===== config.mk =====
export PLATFORM = sky130hd
export DESIGN_NAME = sl_transmitter_flat
export DESIGN_NICKNAME = d
export VERILOG_FILES = /design/src/rtl/sl_pkg.sv /design/src/rtl/sl_transmitter_if.sv /design/src/rtl/sl_phase_timer.sv /design/src/rtl/sl_transmitter.sv /design/src/flat_wrapper.sv
export SDC_FILE = /design/constraint.sdc
export NUM_CORES = 1
export LEC_CHECK = 0
export ABC_CLOCK_PERIOD_IN_PS = 3200
export CAP_MARGIN = 20
export CORE_UTILIZATION = 50
export DETAILED_ROUTE_END_ITERATION = 16
export GPL_ROUTABILITY_DRIVEN = 0
export PLACE_DENSITY = 0.75
export SETUP_SLACK_MARGIN = 0.1
export SLEW_MARGIN = 0
export SYNTH_ARGS = -nofsm -noshare
export SYNTH_HDL_FRONTEND = slang
export SYNTH_SLANG_ARGS = --single-unit

===== constraint.sdc =====
create_clock -name clk -period 3.2 [get_ports clk]
set_clock_uncertainty 0.05 [all_clocks]
set_input_delay 0.48 -clock clk [delete_from_list [all_inputs] [get_ports clk]]
set_output_delay 0.48 -clock clk [all_outputs]
set_load 0.01 [all_outputs]

===== src/rtl/sl_pkg.sv =====
// sl_pkg: SL link types, word-length limits and length decode, shared by the transmitter and receiver
package sl_pkg;
  typedef enum logic [2:0] {IDLE, BIT_LOW, BIT_HIGH, STOP_LOW, STOP_HIGH} sl_tx_state_t;
  localparam int SL_MIN_BITS = 8;
  localparam int SL_MAX_BITS = 32;
  function automatic logic [5:0] sl_word_len(input logic [4:0] bc);
    return (bc > 5'd7) ? {1'b0, bc} + 6'd1 : 6'(SL_MIN_BITS);
  endfunction
endpackage


===== src/rtl/sl_transmitter_if.sv =====
// sl_transmitter_if: word handshake between a host (master) and sl_transmitter (slave)
//   tx_valid/tx_ready  valid/ready handshake
//   tx_data            payload, bit0 sent first
//   tx_bit_count       length code, decoded by sl_word_len
interface sl_transmitter_if;
  logic        tx_valid;
  logic        tx_ready;
  logic [31:0] tx_data;
  logic [4:0]  tx_bit_count;
  modport master (output tx_valid, tx_data, tx_bit_count, input tx_ready);
  modport slave (input tx_valid, tx_data, tx_bit_count, output tx_ready);
endinterface


===== src/rtl/sl_phase_timer.sv =====
// sl_phase_timer: loadable down-counter with zero flag that times each low/high line phase
//   clk, reset_n  clock, async active-low reset
//   i_load/i_val  load the count (phase length - 1)
//   o_zero        count has reached zero (last cycle of the phase)
module sl_phase_timer #(
  parameter int W = 3
) (
  input  logic         clk,
  input  logic         reset_n,
  input  logic         i_load,
  input  logic [W-1:0] i_val,
  output logic         o_zero
);
  logic [W-1:0] r_cnt;
  always_ff @(posedge clk or negedge reset_n)
    if (!reset_n) r_cnt <= '0;
    else if (i_load) r_cnt <= i_val;
    else if (!o_zero) r_cnt <= r_cnt - 1'b1;
  assign o_zero = r_cnt == '0;
endmodule


===== src/rtl/sl_transmitter.sv =====
// sl_transmitter: serialises a word LSB-first as SL low pulses, then odd parity and a stop (both lines low)
//   clk, reset_n        clock, async active-low reset
//   bus (slave)         tx_valid/tx_ready/tx_data/tx_bit_count handshake
//   inj_parity_err      only with SL_TX_PARITY_INJECT_EN: invert the parity of the accepted word
//   sl0, sl1            idle-high SL lines, driven straight from flops
//   busy, done          word in progress / last cycle of the word
module sl_transmitter
  import sl_pkg::*;
#(
  parameter int LOW_CYC  = 4,
  parameter int HIGH_CYC = 4
) (
  input  logic              clk,
  input  logic              reset_n,
  sl_transmitter_if.slave   bus,
`ifdef SL_TX_PARITY_INJECT_EN
  input  logic              inj_parity_err,
`endif
  output logic              sl0,
  output logic              sl1,
  output logic              busy,
  output logic              done
);
  localparam int TW = $clog2((LOW_CYC > HIGH_CYC) ? LOW_CYC : HIGH_CYC) + 1;
  sl_tx_state_t r_state;
  logic [5:0]   r_idx, r_n;
  logic [31:0]  r_data;
  logic         r_par, r_sl0, r_sl1;
  logic         w_zero, w_ready, w_accept, w_load, w_inj, w_par, w_nbit, w_more;
  logic [5:0]   w_n, w_nidx;
  logic [31:0]  w_mask;
  logic [TW-1:0] w_val;
`ifdef SL_TX_PARITY_INJECT_EN
  assign w_inj = inj_parity_err;
`else
  assign w_inj = 1'b0;
`endif
  assign w_n      = sl_word_len(bus.tx_bit_count);
  assign w_mask   = 32'hFFFF_FFFF >> (6'(SL_MAX_BITS) - w_n);
  assign w_par    = ~^(bus.tx_data & w_mask) ^ w_inj;
  // the last STOP_HIGH cycle doubles as an accept slot so back-to-back words keep a HIGH_CYC gap
  assign w_ready  = r_state == IDLE || (r_state == STOP_HIGH && w_zero);
  assign w_accept = bus.tx_valid && w_ready;
  assign w_nidx   = r_idx + 6'd1;
  assign w_more   = r_idx < r_n;
  assign w_nbit   = (w_nidx == r_n) ? r_par : r_data[w_nidx[4:0]];
  assign w_load   = w_accept || (w_zero && (r_state == BIT_LOW || r_state == BIT_HIGH || r_state == STOP_LOW));
  assign w_val    = (w_accept || r_state == BIT_HIGH) ? TW'(LOW_CYC - 1) : TW'(HIGH_CYC - 1);
  assign bus.tx_ready = w_ready;
  assign busy     = !w_ready;
  assign done     = r_state == STOP_HIGH && w_zero;
  assign sl0      = r_sl0;
  assign sl1      = r_sl1;
  sl_phase_timer #(.W(TW)) u_timer (
    .clk    (clk),
    .reset_n(reset_n),
    .i_load (w_load),
    .i_val  (w_val),
    .o_zero (w_zero)
  );
  always_ff @(posedge clk or negedge reset_n)
    if (!reset_n) begin
      r_state <= IDLE;
      r_idx   <= '0;
      r_n     <= '0;
      r_data  <= '0;
      r_par   <= 1'b0;
      r_sl0   <= 1'b1;
      r_sl1   <= 1'b1;
    end else if (w_accept) begin
      r_state <= BIT_LOW;
      r_idx   <= '0;
      r_n     <= w_n;
      r_data  <= bus.tx_data;
      r_par   <= w_par;
      r_sl0   <= bus.tx_data[0];
      r_sl1   <= !bus.tx_data[0];
    end else if (w_zero)
      case (r_state)
        BIT_LOW: begin
          r_state <= BIT_HIGH;
          r_sl0   <= 1'b1;
          r_sl1   <= 1'b1;
        end
        BIT_HIGH: begin
          r_idx   <= w_nidx;
          r_state <= w_more ? BIT_LOW : STOP_LOW;
          r_sl0   <= w_more && w_nbit;
          r_sl1   <= w_more && !w_nbit;
        end
        STOP_LOW: begin
          r_state <= STOP_HIGH;
          r_sl0   <= 1'b1;
          r_sl1   <= 1'b1;
        end
        default: r_state <= IDLE;
      endcase
endmodule

===== src/flat_wrapper.sv =====
// flat-port wrapper written by rule: the top's interface ports become plain ports
module sl_transmitter_flat import sl_pkg::*;
#(
  parameter int LOW_CYC  = 4,
  parameter int HIGH_CYC = 4
)
  (clk, reset_n, sl0, sl1, busy, done, bus_tx_valid, bus_tx_data, bus_tx_bit_count, bus_tx_ready);
  sl_transmitter_if bus_i ();
  input  logic clk;
  input  logic reset_n;
  output logic sl0;
  output logic sl1;
  output logic busy;
  output logic done;
  input wire logic [$bits(bus_i.tx_valid)-1:0] bus_tx_valid;
  input wire logic [$bits(bus_i.tx_data)-1:0] bus_tx_data;
  input wire logic [$bits(bus_i.tx_bit_count)-1:0] bus_tx_bit_count;
  output wire logic [$bits(bus_i.tx_ready)-1:0] bus_tx_ready;
  assign bus_i.tx_valid = bus_tx_valid;
  assign bus_i.tx_data = bus_tx_data;
  assign bus_i.tx_bit_count = bus_tx_bit_count;
  assign bus_tx_ready = bus_i.tx_ready;
  sl_transmitter #(.LOW_CYC(LOW_CYC), .HIGH_CYC(HIGH_CYC)) u_core (.clk(clk), .reset_n(reset_n), .bus(bus_i), .sl0(sl0), .sl1(sl1), .busy(busy), .done(done));
endmodule

==> results summary, run 1 <==
The flow ran to the end, but the final reports show violations. The checks that failed: negative setup slack. The startpoint type of the worst setup path is an input pin.

The overall fraction of global-route tracks in use is 27.7%. After clock tree synthesis, the clock-pin slew on the worst setup and hold paths is 0.10 ns. The pin count of the biggest net entering global routing came out at 47. The category of the worst setup path capture point is a flop. The number of buffers on the longest clock path is 2. The area of the die came out at 0.00825 sq mm. The cell count after synthesis is 484. The clock insertion delay at the later pin of the skew report is 0.31 ns. Buffers inserted during clock tree synthesis total 5. The detailed router placed 3872 vias in this run.

The mean post-synth cell area is 8.15 sq um. The initial standard-cell utilization of the core came out at 51.3%. The final-layout setup total negative slack came out at -0.191 ns. The leakage power summed over all cells came out at 2.31 nW.

The overall die height is 90.8 um. The worst supply voltage drop on vdd came out at 0.000351 V. The via-per-instance ratio came out at 5.74. The transition time at the pin with the least slew margin came out at 0.670 ns. The post-route worst hold slack came out at 0.0532 ns. The tightest slew margin relative to the limit came out at 55.0%. The post-synthesis xor/xnor area fraction came out at 7.67%. The fraction of final layout cells sized beyond drive strength 1 is 20.1%. The category of the most critical setup path is input pin to flop. The multiplexer share of the synthesized area came out at 6.82%. The number of nets produced by synthesis is 537. Setup violations remaining at the end of the flow were counted as 1.

Dividing the detail-routed wire length by the instance count gives 16.3 um. The tool flagged a number of max-cap violations equal to 0. By count the netlist is led by sky130_fd_sc_hd__nand2_1 (124), sky130_fd_sc_hd__dfrtp_1 (51), sky130_fd_sc_hd__o21ai_0 (33).

The yosys synthesis warning count came out at 0. The unique cell type count in the Yosys netlist came out at 61. The period utilization is 106%. In this run the cell area of the synthesized design comes to 0.00395 sq mm. Of all nets on the critical path, the largest fanout is 3. Once routing completed, OpenROAD measured the worst setup slack at -0.191 ns. Counting flops with an async set or reset pin after synthesis yields a share of 100%.

The cell count of the worst reg-to-reg path is 10. The quantity of I/O buffers inserted on ports is 44. The clock root buffer master is sky130_fd_sc_hd__clkbuf_8. The number of synthesized flops with an enable pin is 0. The initial antenna violation count came out at 0. The power per cell area is 622 mW/mm^2.

In this run, the number of DRC markers left after iteration 0 of detailed routing was 282. The largest total area in the synthesized netlist belongs to sky130_fd_sc_hd__dfrtp_1. In this run the count of I/O pins placed on the die edge is 45. The area fraction in compound gates after synthesis came out at 16.8%. The arrival time reported for the critical path endpoint came out at 3.54 ns. After detailed routing, the total wire length is 11000 um. The dominant combinational cell family by area after synthesis is simple AND/OR/NAND/NOR gates. The number of buffers added to fix hold violations after cts is 0.

The HPWL after detailed placement is 8390 um. Measured along the x axis, the die boundary spans 90.8 um. The final count of pins violating max slew came out at 0. Sorting the synthesized cells by area gives the leading types as sky130_fd_sc_hd__dfrtp_1 (32%), sky130_fd_sc_hd__nand2_1 (12%), sky130_fd_sc_hd__mux4_2 (5.7%).

STA puts the critical path data required time at 3.34 ns. Setup repair after global routing could not meet its margin everywhere. The number of placed cells counting well taps is 661. The number of remaining DRC errors came out at 0. The total count of hold-check failures in the final report came out at 0. The sequential share of the synthesized area came out at 33.7%. In the post-synthesis netlist, the cell with the most instances is sky130_fd_sc_hd__nand2_1. The path class of the tightest hold or removal check is input pin to async pin. The top cell type by area accounts for 32.3% of the synthesized area. The area added between synthesis and finish came out at 30.2%.

The number of nets with antenna violations after detailed routing is 0. The worst path in the final design needs a cycle of 3.39 ns, including I/O delays and setup. The adder and majority gate portion of the synthesized area came out at 4.12%. TritonCTS built the clock tree. The floorplan core area came out at 0.00769 sq mm. The first global-routing pass estimated 18200 um of wire. The net total in the final layout came out at 625.

The number of detailed-routing iterations run before antenna repair is 4. In this run, synthesis produced a sequential element count of 53. The diode insertion count for antenna repair came out at 0. The number of global-route vias before repair was 3763. The post-synthesis simple-gate area fraction is 26.2%. The number of H-tree branching levels is 2.

The row count is 32. The total overflow reported by the global router is 0. The main flop type after synthesis is sky130_fd_sc_hd__dfrtp_1. The number of clock sinks seen by CTS is 53. The highest attainable clock frequency is 0.295 GHz.

The final cell count without fillers is 675.
-- routing by layer --
metal	up-vias	part of all wire (%)	wire, um	track usage [%]
met4	0	1.9	208	8.60
li1	1863	-	-	-
met5	-	0	0	0
met2	129	50	5480	47.7
met1	1861	42	4660	35.9
met3	19	5.7	628	3.87
-- registers in the layout, summed over array words and instances (netlist names) --
name and flops:
u_core.sl0 1, u_core.r_n 6, u_core.r_idx 6, u_core.r_par 1, u_core.u_timer.r_cnt 3, u_core.sl1 1
u_core.r_state 3, u_core.r_data 32
-- cell usage in the layout, fill, tap and decap left out, types with 4 or more instances in the layout --
cell type,instances
sky130_fd_sc_hd__or3_1,5
sky130_fd_sc_hd__o21a_1,5
sky130_fd_sc_hd__nor3_1,7
sky130_fd_sc_hd__a31oi_1,4
sky130_fd_sc_hd__ha_4,4
sky130_fd_sc_hd__xnor2_1,19
sky130_fd_sc_hd__nand3_1,12
sky130_fd_sc_hd__clkdlybuf4s50_1,38
sky130_fd_sc_hd__nand2b_1,12
sky130_fd_sc_hd__o21ai_0,30
sky130_fd_sc_hd__dfrtp_1,51
sky130_fd_sc_hd__o211ai_1,6
sky130_fd_sc_hd__ha_1,9
sky130_fd_sc_hd__clkbuf_8,5
sky130_fd_sc_hd__nand2_1,121
sky130_fd_sc_hd__a21oi_1,17
sky130_fd_sc_hd__xor2_1,11
sky130_fd_sc_hd__buf_4,63
sky130_fd_sc_hd__nor2_1,24
sky130_fd_sc_hd__inv_1,22
sky130_fd_sc_hd__mux4_2,10
sky130_fd_sc_hd__and3_1,7
sky130_fd_sc_hd__nor2b_1,6
-- path summary, 6_finish.rpt --
kind / start / end / slack, ns
worst min-delay path: reset_n / u_core.r_idx[4]$_DFFE_PN0P_ / 0.05
worst min register to register: u_core.r_data[12]$_DFFE_PN0P_ / u_core.r_data[12]$_DFFE_PN0P_ / 0.43
max in group asynchronous: reset_n / u_core.sl1$_DFFE_PN1P_ / 2.23
worst max-delay path: bus_tx_bit_count[1] / u_core.r_par$_DFFE_PN0P_ / -0.19
min in group clk: u_core.r_data[12]$_DFFE_PN0P_ / u_core.r_data[12]$_DFFE_PN0P_ / 0.43
worst max register to register: u_core.r_idx[0]$_DFFE_PN0P_ / u_core.sl0$_DFFE_PN1P_ / 0.27
-- logic make-up after synthesis --
kind of cell | count (synthesis)
xor+xnor | 33
mux | 14
fa+ha+maj | 13
simple gates | 223
flops | 53
buf+inv | 48
compound gates | 100
-- through the flow --
stage          worst slack [ns]  total power, W  instance area [sq um]  utilization, %
4_1_cts                  -0.129         0.00317                   5070            66.0
3_3_place_gp             -0.773         0.00262                   4860            63.2
6_report                 -0.191         0.00319                   5140            66.8
5_1_grt                  -0.260         0.00343                   5140            66.8
2_1_floorplan            -0.468         0.00218                   3990               -
3_5_place_dp             -0.838         0.00269                   4860            63.2
-- cell type report --
| type | instances | area, sq um |
|---|---|---|
| clock buffer | 6 | 72.6 |
| sequential | 53 | 1330 |
| timing repair buffer | 107 | 907 |
| inverter | 22 | 82.6 |
| clock inverter | 2 | 38.8 |
| multi-input combinational | 383 | 2580 |
| tap | 102 | 128 |
| fill | 653 | 2550 |
-- timing repair --
action | CTS | global route
setup buffers | 4 | 2
gates resized for setup | 26 | 12
pin swaps | 13 | 18
setup endpoints to repair | 2 | 2
-- power by group --
| part | switching [W] | internal [W] | leakage, nW |
|---|---|---|---|
| clock network | 0.000224 | 0.000235 | 0.0554 |
| logic | 0.000811 | 0.000790 | 1.59 |
| registers | 0.000175 | 0.000959 | 0.662 |
| total | 0.00121 | 0.00198 | 2.31 |
-- worst max-delay path, cell delays in order --
cell                       delay [ns]
sky130_fd_sc_hd__buf_6           0.10
sky130_fd_sc_hd__ha_4            0.15
sky130_fd_sc_hd__nand4b_1        0.22
sky130_fd_sc_hd__buf_4           0.17
sky130_fd_sc_hd__buf_4           0.12
sky130_fd_sc_hd__buf_4           0.12
sky130_fd_sc_hd__buf_4           0.12
sky130_fd_sc_hd__buf_4           0.13
sky130_fd_sc_hd__o211ai_1        0.15
sky130_fd_sc_hd__nand2_2         0.11
sky130_fd_sc_hd__or3_4           0.37
sky130_fd_sc_hd__and3_1          0.18
sky130_fd_sc_hd__nor3_2          0.11
sky130_fd_sc_hd__mux2_2          0.38
sky130_fd_sc_hd__xnor3_1         0.35
sky130_fd_sc_hd__nand2_2         0.09
sky130_fd_sc_hd__xnor2_1         0.11
sky130_fd_sc_hd__a21oi_1         0.08
No activity file was read; power rests on OpenSTA's default activity.
==> run 2, diff against run 1 <==
--- a/config.mk
+++ b/config.mk
@@ -6,7 +6,7 @@
 export NUM_CORES = 1
 export LEC_CHECK = 0
 export ABC_CLOCK_PERIOD_IN_PS = 3200
-export CAP_MARGIN = 20
+export CAP_MARGIN = 15
 export CORE_UTILIZATION = 50
 export DETAILED_ROUTE_END_ITERATION = 16
 export GPL_ROUTABILITY_DRIVEN = 0
==> results of run 2 <==
No change in the layout: final DEF, timing and power equal those of run 1.
==> run 3, diff against run 2 <==
==> constraint.sdc (replaced) <==
create_clock -name clk -period 3.2 [get_ports clk]
set_clock_uncertainty 0.05 [all_clocks]
set_input_delay 0.48 -clock clk [delete_from_list [all_inputs] [get_ports clk]]
set_output_delay 0.48 -clock clk [all_outputs]
set_load 0.1 [all_outputs]
==> results summary, run 3 (synthesis results as in run 1) <==
Run status: finished with violations (unchanged). Violations in the final reports: negative setup slack (unchanged). The area of the die is 0.00825 sq mm (unchanged).

The number of ports placed on the die boundary is 45 (unchanged). The number of global-route vias before repair is 4011 (was 3763). The number of buffers added to fix hold violations after cts is 0 (unchanged). The number of endpoints failing setup at the final stage came to 1 (unchanged). The initial standard-cell utilization of the core is 51.3% (unchanged). The number of detailed-routing iterations run before antenna repair was 5 (was 4). The row count came out at 32 (unchanged). The TritonCTS clock tree is yes (unchanged). The tightest slew margin relative to the limit is 55.0% (about the same). The total via count in the routed design is 4016 (was 3872). The number of placed cells counting well taps came out at 660 (was 661). The category of the most critical setup path was input pin to flop (unchanged). The number of buffers on the longest clock path came out at 2 (unchanged).

The quantity of I/O buffers inserted on ports is 44 (unchanged). The net total in the final layout is 628 (was 625). The post-detailed-placement half-perimeter wirelength came out at 8590 um (was 8390 um). The post-layout worst setup margin came out at -0.246 ns (was -0.191 ns). The cell count of the worst reg-to-reg path came out at 11 (was 10). The overall fraction of global-route tracks in use came out at 28.6% (was 27.7%).

The arrival time reported for the critical path endpoint came out at 3.60 ns (was 3.54 ns). The number of nets with antenna violations after detailed routing is 0 (unchanged). The stage delay of the slowest cell on the critical path came out at 0.39 ns (was 0.38 ns). The final count of pins violating max slew is 0 (unchanged).

The average wire per cell in the routed design is 17.2 um (was 16.3 um). The leakage power summed over all cells is 2.34 nW (was 2.31 nW). The cell type with the highest occurrence count on the critical path is sky130_fd_sc_hd__buf_4 (unchanged). The pin count of the biggest net entering global routing is 29 (was 47). The minimum clock period after layout was 3.45 ns (was 3.39 ns). The chip width came to 90.8 um (unchanged). The floorplan core area is 0.00769 sq mm (unchanged).

The number of flip-flops in the largest register came out at 32 (unchanged). The overall die height is 90.8 um (unchanged). The area of combinational cells with multiple inputs came to 0.00257 sq mm (was 0.00258 sq mm).

The worst-path cell with the longest stage delay was sky130_fd_sc_hd__or3_4 (was sky130_fd_sc_hd__mux2_2). The worst slack after detailed placement is -0.833 ns (was -0.838 ns). The diode insertion count for antenna repair came out at 0 (unchanged). The most flop-heavy register was u_core.r_data (unchanged). The clock-pin transition on the worst setup and hold timing paths came out at 0.10 ns (about the same).

The category of the worst setup path capture point is a flop (unchanged). The worst hold-check path type is input pin to async pin (unchanged). The fraction of final layout cells sized beyond drive strength 1 came to 21.0% (was 20.1%).

The maximum fanout encountered on the critical timing path came to 3 (unchanged). The period utilization was 108% (was 106%). The area added between synthesis and finish came to 30.8% (was 30.2%).

The final cell count without fillers is 678 (was 675). The count of routing violations after the opening detailed-route iteration is 255 (was 282). Largest regs: u_core.r_data: 32 flops, u_core.r_idx: 6 flops, u_core.r_n: 6 flops (unchanged). The number of CTS-inserted buffers came to 5 (unchanged). The highest attainable clock frequency came to 0.290 GHz (was 0.295 GHz). The power per cell area came out at 665 mW/mm^2 (was 622 mW/mm^2).

The transition time at the pin with the least slew margin is 0.670 ns (about the same). The required time at the worst-slack endpoint came out at 3.35 ns (was 3.34 ns). The capture point of the worst reg-to-reg path is u_core.sl0$_DFFE_PN1P_ (unchanged). The number of H-tree branching levels is 2 (unchanged). The flop-to-flop setup slack came out at 0.32 ns (was 0.27 ns).

Unrepaired setup endpoints after global routing: yes (unchanged). The clock root buffer master is sky130_fd_sc_hd__clkbuf_8 (unchanged). Top library cells by usage in the layout, fill and taps aside: sky130_fd_sc_hd__nand2_1 (122), sky130_fd_sc_hd__buf_4 (69), sky130_fd_sc_hd__dfrtp_1 (51) (was sky130_fd_sc_hd__nand2_1 (121), sky130_fd_sc_hd__buf_4 (63), sky130_fd_sc_hd__dfrtp_1 (51)). The via-per-instance ratio is 5.92 (was 5.74). The startpoint type of the worst setup path was an input pin (unchanged). The total wire length is 11700 um (was 11000 um). The worst supply voltage drop on vdd came out at 0.000392 V (was 0.000351 V).

The total count of hold-check failures in the final report is 0 (unchanged). The commonest non-fill, non-tap cell in the layout is sky130_fd_sc_hd__nand2_1 (unchanged). Crit-path cells: buf_8 > ha_4 > nand4b_1 > buf_4 > buf_4 > buf_4 > buf_4 > buf_4 > o211ai_1 > nand2_2 > or3_4 > and3_1 > nor3_2 > mux2_4 > xnor3_1 > nand2_1 > xnor2_1 > a21oi_1 (was buf_6 > ha_4 > nand4b_1 > buf_4 > buf_4 > buf_4 > buf_4 > buf_4 > o211ai_1 > nand2_2 > or3_4 > and3_1 > nor3_2 > mux2_2 > xnor3_1 > nand2_2 > xnor2_1 > a21oi_1). The storage element area came to 0.00133 sq mm (unchanged). The number of remaining DRC errors is 0 (unchanged). The number of filler instances in the final layout came out at 610 (was 653). The number of clock sinks seen by CTS is 53 (unchanged). The max capacitance violation total came out at 0 (unchanged).

The worst flop-to-flop path startpoint was u_core.r_idx[1]$_DFFE_PN0P_ (was u_core.r_idx[0]$_DFFE_PN0P_). The first-pass GRT wire length was 18800 um (was 18200 um). The total overflow reported by the global router came out at 0 (unchanged). The clock insertion delay at the later pin of the skew report is 0.31 ns (about the same). The initial antenna violation count came to 0 (unchanged).
[run 3: cell types whose count changed in the layout (fill, tap and decap cells not counted), sizes merged]
cell and change:
clkinv -1, buf +8, clkbuf +1, clkdlybuf4s50 -5
[run 3: what timing repair did]
action | in CTS | in global routing
pin swaps | 20 | 13
gates resized for setup | 29 | 8
setup endpoints to repair | 2 | 2
setup buffers | 8 | 2
[run 3: worst max-delay path by stage]
stage                                    from                        to
final                     bus_tx_bit_count[1]  u_core.r_par$_DFFE_PN0P_
after global routing      bus_tx_bit_count[1]  u_core.r_par$_DFFE_PN0P_
after CTS                 bus_tx_bit_count[1]  u_core.r_par$_DFFE_PN0P_
after detailed placement  bus_tx_bit_count[0]  u_core.r_par$_DFFE_PN0P_
after global placement    bus_tx_bit_count[0]  u_core.r_par$_DFFE_PN0P_
after floorplan           bus_tx_bit_count[0]  u_core.r_par$_DFFE_PN0P_
[run 3: worst max-delay path, delay by kind of cell]
kind	cells	cell delay (ns)
compound gates	2	0.23
xor+xnor	2	0.46
fa+ha+maj	1	0.15
buf+inv	6	0.78
mux	1	0.33
simple gates	6	1.17
[run 3: stage by stage]
step | TNS, ns | util (%) | power, W | area (sq um) | hold WS [ns]
floorplan | -0.468 | - | 0.00235 | 4000 | 0.134
global placement | -0.750 | 63.2 | 0.00279 | 4860 | 0.349
detailed placement | -0.833 | 63.2 | 0.00287 | 4860 | 0.351
CTS | -0.140 | 66.4 | 0.00339 | 5110 | 0.0159
global route | -0.306 | 67.1 | 0.00366 | 5160 | 0.0263
finish | -0.246 | 67.1 | 0.00343 | 5160 | 0.00457
[run 3: layout make-up]
class / instances / share of cell area, %
Sequential cell: 53 / 25.8
Clock inverter: 1 / 0.582
Clock buffer: 7 / 1.67
Inverter: 22 / 1.60
Multi-Input combinational cell: 383 / 49.8
Tap cell: 102 / 2.47
Timing Repair Buffer: 110 / 18.2
[run 3: routing by layer]
layer	global-route usage (%)	vias up	part of all wire (%)	wire length (um)
met4	12.0	0	4.0	465
met2	49.2	181	49	5740
li1	-	1869	-	-
met1	36.4	1926	41	4760
met3	3.54	40	5.9	692
met5	0	-	0	0
[run 3: power breakdown]
part	switching, W	internal (W)
Combinational	0.00100	0.000801
Sequential	0.000185	0.000959
Clock	0.000227	0.000256
